===== config.mk =====
export PLATFORM = sky130hd
export DESIGN_NAME = uart_isp_loader
export DESIGN_NICKNAME = d
export VERILOG_FILES = /design/src/rtl/uart_isp_loader.sv
export SDC_FILE = /design/constraint.sdc
export NUM_CORES = 1
export LEC_CHECK = 0
export BUFFER_PORTS_ARGS = -buffer_cell sky130_fd_sc_hd__buf_2
export CAP_MARGIN = 0
export CORE_AREA = 2 2 139 141
export CTS_CLUSTER_SIZE = 10
export DETAILED_ROUTE_END_ITERATION = 8
export DIE_AREA = 0 0 141 143
export SYNTH_ARGS = -nofsm -noshare
export SYNTH_HDL_FRONTEND = slang
export SYNTH_SLANG_ARGS = --single-unit

===== constraint.sdc =====
create_clock -name CLK -period 2.6 [get_ports CLK]
set_input_delay 0.78 -clock CLK [delete_from_list [all_inputs] [get_ports CLK]]
set_output_delay 0.78 -clock CLK [all_outputs]
set_load 0.01 [all_outputs]

===== src/rtl/uart_isp_loader.sv =====
// UART in-system-programming loader: 8N1 bytes are packed little-endian
// into RAM words and written out while ISPEN holds the CPU in reset.
module uart_isp_loader #(
  parameter int CLKS_PER_BIT = 434,
  parameter int DATA_W       = 32,
  parameter int ADDR_W       = 12,
  parameter int WORDS        = 200,
  parameter int TIMEOUT_BITS = 32
) (
  input  logic              CLK,
  input  logic              RESET,
  input  logic              RXD,
  input  logic              ISPEN,
  output logic              WR,
  output logic [ADDR_W-1:0] WRADDR,
  output logic [DATA_W-1:0] WRDATA,
  output logic              CPU_HOLD,
  output logic              DONE,
  output logic              FERR
);

  localparam int BYTES = DATA_W / 8;
  localparam int CW    = ($clog2(CLKS_PER_BIT) > 0) ? $clog2(CLKS_PER_BIT) : 1;
  localparam int BW    = ($clog2(BYTES) > 0) ? $clog2(BYTES) : 1;
  localparam int AW1   = ADDR_W + 1;
  localparam int TO_CYC = TIMEOUT_BITS * CLKS_PER_BIT;

  localparam logic [CW-1:0]  HALF_M1 = CW'(CLKS_PER_BIT / 2 - 1);
  localparam logic [CW-1:0]  FULL_M1 = CW'(CLKS_PER_BIT - 1);
  localparam logic [AW1-1:0] WORDS_V = AW1'(WORDS);
  localparam logic [31:0]    TO_M1   = 32'(TO_CYC - 1);

  localparam logic [1:0] IDLE  = 2'd0;
  localparam logic [1:0] START = 2'd1;
  localparam logic [1:0] DATA  = 2'd2;
  localparam logic [1:0] STOP  = 2'd3;

  logic              rxd_s1, rxd_s2, rxd_q;
  logic              isp_s1, isp_s2, isp_q;
  logic [1:0]        state;
  logic [CW-1:0]     cnt;
  logic [2:0]        bit_idx;
  logic [7:0]        shreg;
  logic [BW-1:0]     byte_idx;
  logic [DATA_W-1:0] word, word_next;
  logic [AW1-1:0]    word_idx;
  logic [31:0]       to_cnt;
  logic              wr_q;
  logic              isp_rise, rxd_fall;

  assign isp_rise = isp_s2 & ~isp_q;
  assign rxd_fall = rxd_q & ~rxd_s2;
  assign WR       = wr_q & isp_s2;
  assign CPU_HOLD = isp_s2 | RESET;

  always_comb begin
    word_next = word;
    for (int k = 0; k < BYTES; k++)
      if (byte_idx == BW'(k)) word_next[8*k +: 8] = shreg;
  end

  always_ff @(posedge CLK) begin
    if (RESET) begin
      rxd_s1   <= 1'b1;
      rxd_s2   <= 1'b1;
      rxd_q    <= 1'b1;
      isp_s1   <= 1'b0;
      isp_s2   <= 1'b0;
      isp_q    <= 1'b0;
      state    <= IDLE;
      cnt      <= '0;
      bit_idx  <= '0;
      shreg    <= '0;
      byte_idx <= '0;
      word     <= '0;
      word_idx <= '0;
      to_cnt   <= '0;
      wr_q     <= 1'b0;
      WRADDR   <= '0;
      WRDATA   <= '0;
      DONE     <= 1'b0;
      FERR     <= 1'b0;
    end else begin
      rxd_s1 <= RXD;
      rxd_s2 <= rxd_s1;
      rxd_q  <= rxd_s2;
      isp_s1 <= ISPEN;
      isp_s2 <= isp_s1;
      isp_q  <= isp_s2;
      wr_q   <= 1'b0;
      if (WR && WRADDR == ADDR_W'(WORDS - 1)) DONE <= 1'b1;
      // A low ISPEN aborts everything in flight, including a word completing now
      if (!isp_s2) begin
        state    <= IDLE;
        cnt      <= '0;
        bit_idx  <= '0;
        byte_idx <= '0;
        to_cnt   <= '0;
      end else if (isp_rise) begin
        state    <= IDLE;
        byte_idx <= '0;
        word_idx <= '0;
        to_cnt   <= '0;
        DONE     <= 1'b0;
        FERR     <= 1'b0;
      end else begin
        unique case (state)
          IDLE: begin
            cnt     <= '0;
            bit_idx <= '0;
            if (byte_idx == '0) to_cnt <= '0;
            else if (to_cnt == TO_M1) begin
              byte_idx <= '0;
              to_cnt   <= '0;
            end else to_cnt <= to_cnt + 32'd1;
            if (rxd_fall && !DONE && word_idx < WORDS_V) begin
              state  <= START;
              to_cnt <= '0;
            end
          end
          START: begin
            if (cnt == HALF_M1) begin
              cnt   <= '0;
              state <= rxd_s2 ? IDLE : DATA;
            end else cnt <= cnt + CW'(1);
          end
          DATA: begin
            if (cnt == FULL_M1) begin
              cnt     <= '0;
              shreg   <= {rxd_s2, shreg[7:1]};
              bit_idx <= bit_idx + 3'd1;
              if (bit_idx == 3'd7) state <= STOP;
            end else cnt <= cnt + CW'(1);
          end
          STOP: begin
            if (cnt == FULL_M1) begin
              cnt   <= '0;
              state <= IDLE;
              if (!rxd_s2) begin
                FERR     <= 1'b1;
                byte_idx <= '0;
              end else if (byte_idx == BW'(BYTES - 1)) begin
                wr_q     <= 1'b1;
                WRADDR   <= word_idx[ADDR_W-1:0];
                WRDATA   <= word_next;
                word_idx <= word_idx + AW1'(1);
                byte_idx <= '0;
              end else begin
                word     <= word_next;
                byte_idx <= byte_idx + BW'(1);
              end
            end else cnt <= cnt + CW'(1);
          end
          default: state <= IDLE;
        endcase
      end
    end
  end

endmodule


==> results of run 1 <==
## metrics by stage
stage | worst slack [ps] | cells
floorplan | 288 | 774
global placement | 199 | 1032
detailed placement | 188 | 1032
CTS | 295 | 1064
global route | 139 | 1064
finish | 295 | 1064
## logic make-up after synthesis
kind of cell             synth area share [%]
AND/OR/NAND/NOR                          25.8
multiplexers                             5.77
buffers and inverters                    4.19
AO/OA/AOI/OAI                            14.4
adder cells (fa/ha/maj)                  2.14
flip-flops                               45.4
XOR/XNOR                                 2.31
## layout make-up
| class | count | area share, % |
|---|---|---|
| inverters | 15 | 0.736 |
| clock buffers | 19 | 5.79 |
| clock inverters | 13 | 2.39 |
| repair buffers | 77 | 6.54 |
| multi-input cells | 560 | 42.5 |
| well taps | 234 | 3.83 |
| flip-flops and latches | 146 | 38.2 |
## flip-flops by register name, summed over array words and instances, names as in the netlist, 2 cells and up, named ones only
signal,cells
WRDATA,32
to_cnt,32
word,24
word_idx,13
WRADDR,12
cnt,9
shreg,8
bit_idx,3
byte_idx,2
## power breakdown
group	leakage [µW]	internal [µW]	switching (µW)
logic	0.00128	13.0	37.4
clock network	0.000296	1630	970
registers	0.00118	2240	3.72
total	0.00275	3880	1010
## worst register-to-register path: cells and delay by family, from the launching register on
family | cells | cell delay [ps]
and+or+nand+nor | 2 | 830
AOI/OAI and AO/OA | 3 | 780
DFF | 1 | 420
buffers and inverters | 1 | 200
## per-layer routing
| layer | global-route usage [%] | share of wire, % | routed length (µm) |
|---|---|---|---|
| met5 | 0 | 0 | 0 |
| met3 | 3.49 | 3.3 | 480 |
| met4 | 5.16 | 1.2 | 175 |
| met2 | 24.0 | 46 | 6720 |
| met1 | 20.4 | 50 | 7260 |
## synth_stat cells (all sizes together) (3+ instances only)
master    n  share of area (%)
a211oi   26                3.0
a21o      4               0.47
a21oi    66                5.1
a22o      3               0.41
a22oi     4               0.47
a31oi     8               0.78
and2      7               0.68
and3     11                1.1
and4      5               0.68
buf      11               0.87
clkbuf   42                2.4
dfxtp   146                 45
ha       11                2.1
inv      15               0.87
mux2i    36                5.6
nand2   109                6.4
nand2b    5               0.49
nand3    50                4.0
nand4    11                1.1
nand4b    3               0.41
nor2     78                4.5
nor2b     3               0.29
nor3     17                1.4
nor3b     7               0.82
nor4     10               0.97
nor4b     4               0.54
o21ai    22                1.7
or2       6               0.58
or3      12                1.2
xnor2    11                1.5
xor2      6               0.82
## worst max path at each step
stage	from	to	slack (ps)	depth (start not counted)
4_1_cts	cnt[0]	cnt[5]	290	8
3_5_place_dp	RESET	to_cnt[5]	190	8
3_3_place_gp	RESET	to_cnt[26]	200	8
2_1_floorplan	RESET	to_cnt[30]	290	7
6_report	word_idx[3]	to_cnt[12]	290	6
5_1_grt	cnt[0]	cnt[8]	140	8
==> results.md, run 1 <==
* Fin. max-slew vios at 0
* Worst r2r dst: to_cnt[12]
* Synth-to-layout area growth at 18.8%
* Routability cong. at 0.777
* IO buf count at 51
* Slowest cell delay on critical path at 500 ps
* Nets at 832
* Total negative slack at 0 ps
* CP Class: reg -> reg
* Max Cap Viol at 0
* Most common cell after layout, fill and taps aside: dfxtp_1
* Critical path peak fanout at 19
* WP data required at 2940 ps
* Hold_sp: rxd_s1
* Hpwl dp at 9.92 mm
* Ys async rst share at 0%
* Post-CTS Setup Inserts at 0
* DR vias at 5455
* Clock Latency Late Sink at 430 ps
* Reg2reg setup slack at 290 ps
* Power Total at 4900 µW
* RSZ-0062 raised after global routing: no
* CTS root buf: clkbuf_16
* Leak at 0.00275 µW
* Initial antenna violation count at 0
* Drt first pass iters at 4
* Layout cells sized above 1 at 14.3%
* Final Instance Area at 7650 µm²
* Worst Setup End Kind: register
* CTS tree: built
* Avg Cell Area, Syn at 8.32 µm²
* Data arrival time of the critical path at 2650 ps
* GRT Total Usage at 15.1%
* Multi-input gate area at 3250 µm²
* Status: finished, final reports clean
* Routed WL at 14.6 mm
* Cell Area, Synth at 6440 µm²
* Worst path top cell family by delay: simple AND/OR/NAND/NOR gates
* Seq/Total Area, Yosys at 45.4%
* Cell count after synthesis at 774
* Total CTS buffers at 17
* Hold_buf cts at 0
* Critical path buffers and inverters at 1
* Unique masters post-synth at 55
* Starting density of the core at 34.7%
* #FFs+latches synth at 146
* Overflow left after global routing at 0
* Least-Margin Pin Slew at 764 ps
* Pin count of the biggest net entering global routing at 50
* Final setup viols at 0
* Storage cell area at 2920 µm²
* Cells along the critical path: o311ai_1, a311o_1, or3_1, buf_12, or3_1, o21ai_0
* Syn_nets at 789
* Max VDD drop at 0.447 mV
* CTS resizes at 0
* Prevailing post-synth register cell: dfxtp_1
* Number of synthesized flops with an enable pin at 0
* CTS Sinks at 146
* Fin crit period at 2310 ps
* Placed Instance Area at 7030 µm²
* Worst Setup Start Kind: register
* Commonest non-fill, non-tap cells in the layout: dfxtp_1 (146), nand2_1 (109), nor2_1 (78)
* Core ar. at 18600 µm²
* Slowest-stage cell, CP: or3_1
* H-tree depth at 4
* First-pass GRT wire length at 24.9 mm
* Fin. Hold Viols at 0
* Number of global-route vias before repair at 5011
* Pwr per Cell Area at 640 nW/µm²
* Max Freq at 434 MHz
* Drt first-iter violations at 327
* Filler cells at 1864
* Hold path cells at 1
* Yosys warns at 0
* Routed vias/inst at 5.13
* Row count at 50
* Reg2Reg Launch Point: word_idx[3]
* Path type of the worst min-delay path: reg -> reg
* Ports at 52
* Clock Skews at 8.45 ps
* Die Wd at 141 µm
* Hold_ws at 412 ps
* WL/cell at 13.8 µm
* Hold path endpoint: rxd_s2
* Core Util, Final at 41.2%
* Cell mode on critical path: or3_1
* Worst r2r path cells at 6
* Antenna Cells at 0
* Max_slew headroom at 49.1%
* Clock transition at path regs at 60 ps
* Clock buffer depth at 2
* Die area at 20200 µm²
* Die height at 143 µm
* Fin crit share at 88.7%
* DRC violations left at 0
* Post-route ant nets at 0
(Power assumes the default switching activity.)
==> inputs of run 2 (changes only) <==
--- a/config.mk
+++ b/config.mk
@@ -11,6 +11,7 @@
 export CTS_CLUSTER_SIZE = 10
 export DETAILED_ROUTE_END_ITERATION = 8
 export DIE_AREA = 0 0 141 143
+export SKIP_CTS_REPAIR_TIMING = 1
 export SYNTH_ARGS = -nofsm -noshare
 export SYNTH_HDL_FRONTEND = slang
 export SYNTH_SLANG_ARGS = --single-unit
==> constraint.sdc (replaced) <==
create_clock -name CLK -period 2.78 [get_ports CLK]
set_input_delay 0.834 -clock CLK [delete_from_list [all_inputs] [get_ports CLK]]
set_output_delay 0.834 -clock CLK [all_outputs]
set_load 0.01 [all_outputs]
==> results.md, run 2 (synthesis results as in run 1) <==
* GRT Total Usage at 15.6%
* CTS Sinks at 146
* Total negative slack at 0 ps
* Hold path cells at 1
* Placed Instance Area at 6990 µm²
* Max Freq at 411 MHz
* CTS tree: built
* Antenna Cells at 0
* RSZ-0062 raised after global routing: no
* Clock buffer depth at 2
* H-tree depth at 4
* Fin. max-slew vios at 0
* Total CTS buffers at 17
* CTS root buf: clkbuf_16
* WP data required at 3130 ps
* Post-route ant nets at 0
* Cells along the critical path: o311ai_1, a311o_1, or3_1, buf_12, or3_1, o21ai_0
* Slowest-stage cell, CP: or3_1
* Worst Setup Start Kind: register
* Synth-to-layout area growth at 17.3%
* Clock Skews at 8.49 ps
* Layout cells sized above 1 at 14.2%
* Max Cap Viol at 0
* Critical path buffers and inverters at 1
* Pin count of the biggest net entering global routing at 86
* Worst Setup End Kind: register
* Fin crit share at 87.6%
* Leak at 0.00271 µW
* DR top layer: met4
* Data arrival time of the critical path at 2780 ps
* Row count at 50
* Max VDD drop at 0.467 mV
* Status: finished, final reports clean
* Hpwl dp at 9.89 mm
* DRC violations left at 0
* Pwr per Cell Area at 573 nW/µm²
* DR vias at 5463
* Initial antenna violation count at 0
* Overflow left after global routing at 0
* CP Depth at 6
* Cell mode on critical path: or3_1
* Die area at 20200 µm²
* Routed WL at 14.8 mm
* Ports at 52
* Core ar. at 18600 µm²
* Most common cell after layout, fill and taps aside: dfxtp_1
* Die height at 143 µm
* WL/cell at 13.9 µm
* Crit path capture: to_cnt[5]
* Drt first pass iters at 4
* First-pass GRT wire length at 25.4 mm
* Worst r2r dst: to_cnt[5]
* Worst path top cell family by delay: simple AND/OR/NAND/NOR gates
* Nets at 831
* Number of global-route vias before repair at 4983
* M1 wire length at 7.35 mm
* Routed vias/inst at 5.14
* Fin crit period at 2440 ps
* Worst r2r path cells at 6
* Final setup viols at 0
* Fin. Hold Viols at 0
* Clock transition at path regs at 60 ps
* Slowest cell delay on critical path at 580 ps
* Drt first-iter violations at 318
* IO buf count at 51
* Starting density of the core at 34.7%
* Die Wd at 141 µm
* DR WL met2 at 6.76 mm
* Critical path peak fanout at 18
* Final Instance Area at 7560 µm²
* Max_slew headroom at 41.8%
* Met3 WL at 478 µm
* Commonest non-fill, non-tap cells in the layout: dfxtp_1 (146), nand2_1 (109), nor2_1 (78)
* Reg2reg setup slack at 340 ps
* CP Class: reg -> reg
* Largest registers: WRDATA x32, to_cnt x32, word x24
* Least-Margin Pin Slew at 873 ps
* Clock Latency Late Sink at 420 ps
* Routability cong. at 0.767
* Critical path origin: word_idx[6]
* Path type of the worst min-delay path: reg -> reg
* Reg2Reg Launch Point: word_idx[6]
## run 2: metrics by stage
step	std cells	total power [µW]	hold WS (ps)	utilization (%)	setup slack [ps]
2_1_floorplan	774	2180	389	-	414
3_3_place_gp	1031	2190	400	37.6	219
3_5_place_dp	1031	2190	397	37.6	196
4_1_cts	1063	4380	415	40.7	368
5_1_grt	1063	4490	425	40.7	210
6_report	1063	4330	411	40.7	345
## run 2: per-layer routing
metal / GRT usage (%) / vias up
li1: - / 2813
met3: 3.52 / 17
met2: 23.8 / 80
met5: 0 / -
met4: 5.37 / 0
met1: 21.7 / 2553
## run 2: area by class of cell
| cell class | instances | area [µm²] |
|---|---|---|
| Fill cell | 1844 | 11000 |
| Clock inverter | 12 | 108 |
| Clock buffer | 20 | 457 |
| Tap cell | 234 | 293 |
| Timing Repair Buffer | 76 | 468 |
| Sequential cell | 146 | 2920 |
| Multi-Input combinational cell | 560 | 3250 |
| Inverter | 15 | 56.3 |
## run 2: where the power goes
group / internal [µW] / total [µW] / switching, µW
Combinational: 12.7 / 49.2 / 36.5
Sequential: 2100 / 2100 / 2.60
Clock: 1280 / 2180 / 906
## run 2: worst min-delay path by stage
stage | to | start | slack [ps]
3_3_place_gp | rxd_s2 | rxd_s1 | 400
5_1_grt | rxd_s2 | rxd_s1 | 420
6_report | rxd_s2 | rxd_s1 | 410
2_1_floorplan | rxd_s2 | rxd_s1 | 390
3_5_place_dp | rxd_s2 | rxd_s1 | 400
4_1_cts | rxd_s2 | rxd_s1 | 420
==> inputs of run 3 (changes only) <==
--- a/config.mk
+++ b/config.mk
@@ -8,9 +8,10 @@
 export BUFFER_PORTS_ARGS = -buffer_cell sky130_fd_sc_hd__buf_2
 export CAP_MARGIN = 0
 export CORE_AREA = 2 2 139 141
-export CTS_CLUSTER_SIZE = 10
+export CTS_CLUSTER_SIZE = 16
 export DETAILED_ROUTE_END_ITERATION = 8
 export DIE_AREA = 0 0 141 143
+export PLACE_DENSITY_LB_ADDON = 0.15
 export SKIP_CTS_REPAIR_TIMING = 1
 export SYNTH_ARGS = -nofsm -noshare
 export SYNTH_HDL_FRONTEND = slang
==> results.md, run 3 (synthesis results as in run 1) <==
* Status: finished, final reports clean
* Crit path capture: to_cnt[22]
* Routed vias/inst at 5.22
* Critical path origin: word_idx[6]
* Worst r2r path cells at 6
* CP Depth at 6
* Slowest cell delay on critical path at 530 ps
* Pwr per Cell Area at 583 nW/µm²
* CTS Sinks at 146
* Critical path peak fanout at 20
* Reg2reg setup slack at 310 ps
* WL/cell at 14.8 µm
* IO buf count at 51
* Worst Setup Start Kind: register
* Clock buffer depth at 2
* H-tree depth at 4
* Leak at 0.00269 µW
* Antenna Cells at 0
* Data arrival time of the critical path at 2810 ps
* Clock Latency Late Sink at 430 ps
* Most common cell after layout, fill and taps aside: dfxtp_1
* GR Util met2 at 26.0%
* Worst r2r dst: to_cnt[22]
* CTS root buf: clkbuf_16
* Routed WL at 15.6 mm
* Max Cap Viol at 0
* Hpwl dp at 10.6 mm
* Starting density of the core at 34.7%
* Die area at 20200 µm²
* Path type of the worst min-delay path: reg -> reg
* Final setup viols at 0
* Cell mode on critical path: or3_1
* RSZ-0062 raised after global routing: no
* Cells along the critical path: o311ai_1, a311o_1, or3_1, buf_4, or3_1, o21ai_0
* Least-Margin Pin Slew at 1100 ps
* Row count at 50
* Placed Instance Area at 6930 µm²
* Power Total at 4380 µW
* Max_slew headroom at 26.4%
* Drt first-iter violations at 367
* Filler cells at 1864
* Fin. Hold Viols at 0
* Core ar. at 18600 µm²
* Total CTS buffers at 17
* Max Freq at 405 MHz
* Layout cells sized above 1 at 13.6%
* Met1 Use GR at 20.4%
* Die height at 143 µm
* Final Instance Area at 7510 µm²
* Total negative slack at 0 ps
* DRC violations left at 0
* Routability cong. at 0.819
* Worst Setup End Kind: register
* CP Class: reg -> reg
* Fin. max-slew vios at 0
* Pin count of the biggest net entering global routing at 86
* WP data required at 3130 ps
* Ports at 52
* Commonest non-fill, non-tap cells in the layout: dfxtp_1 (146), nand2_1 (109), nor2_1 (78)
* Overflow left after global routing at 0
* Largest registers: WRDATA x32, to_cnt x32, word x24
* Met3 usage at 4.33%
* Critical path buffers and inverters at 1
* Initial antenna violation count at 0
* Global route hottest layer: met2
* Reg2Reg Launch Point: word_idx[6]
* DR vias at 5521
* Worst path top cell family by delay: simple AND/OR/NAND/NOR gates
* Die Wd at 141 µm
* Fin crit period at 2470 ps
* Max VDD drop at 0.382 mV
* CTS tree: built
* GRT Total Usage at 15.9%
* Fin crit share at 88.7%
* First-pass GRT wire length at 26.1 mm
* Nets at 825
* Clock Skews at 14.6 ps
* Number of global-route vias before repair at 5275
* Slowest-stage cell, CP: or3_1
* Drt first pass iters at 4
* Clock transition at path regs at 70 ps
* Post-route ant nets at 0
* Synth-to-layout area growth at 16.6%
[run 3: changes by cell type in the layout (fill, tap and decap cells not counted), sizes merged]
cell,delta
clkinvlp,-3
bufinv,-1
clkinv,-2
buf,-6
inv,+9
clkbuf,-3
[run 3: worst register-to-register path: cells and delay by family (launching register included)]
kind | cells | cell delay [ps]
buffers and inverters | 1 | 270
flip-flops | 1 | 450
AO/OA/AOI/OAI | 3 | 790
AND/OR/NAND/NOR | 2 | 890
[run 3: area by class of cell]
cell class / instances / area, µm² / share of cell area, %
multi-input combinational: 560 / 3250 / 43.3
clock inverter: 15 / 155 / 2.07
tap: 234 / 293 / 3.90
inverter: 15 / 56.3 / 0.750
sequential: 146 / 2920 / 38.9
timing repair buffer: 70 / 410 / 5.46
clock buffer: 17 / 425 / 5.66
[run 3: power breakdown]
group	internal (µW)	total [µW]	switching (µW)
Sequential	2090	2100	4.06
Clock	1200	2240	1030
Combinational	10.4	44.9	34.5
[run 3: metal layers]
layer | vias up | share of wire (%)
met5 | - | 0
met4 | 0 | 1.6
met3 | 23 | 4.2
met2 | 112 | 46
met1 | 2582 | 49
li1 | 2804 | -
[run 3: how the worst min path moves through the flow]
stage	start	to	depth (start not counted)	slack, ps
6_report	rxd_s1	rxd_s2	1	420
3_5_place_dp	rxd_s1	rxd_s2	1	400
2_1_floorplan	rxd_s1	rxd_s2	1	390
5_1_grt	rxd_s1	rxd_s2	1	430
3_3_place_gp	rxd_s1	rxd_s2	1	390
4_1_cts	rxd_s1	rxd_s2	1	420
[run 3: per-stage QoR]
| stage | std cells | utilization (%) | hold WS [ps] | setup WS, ps |
|---|---|---|---|---|
| 2_1_floorplan | 774 | - | 389 | 414 |
| 3_3_place_gp | 1025 | 37.3 | 393 | 261 |
| 3_5_place_dp | 1025 | 37.3 | 399 | 187 |
| 4_1_cts | 1057 | 40.4 | 416 | 346 |
| 5_1_grt | 1057 | 40.4 | 425 | 165 |
| 6_report | 1057 | 40.4 | 415 | 314 |
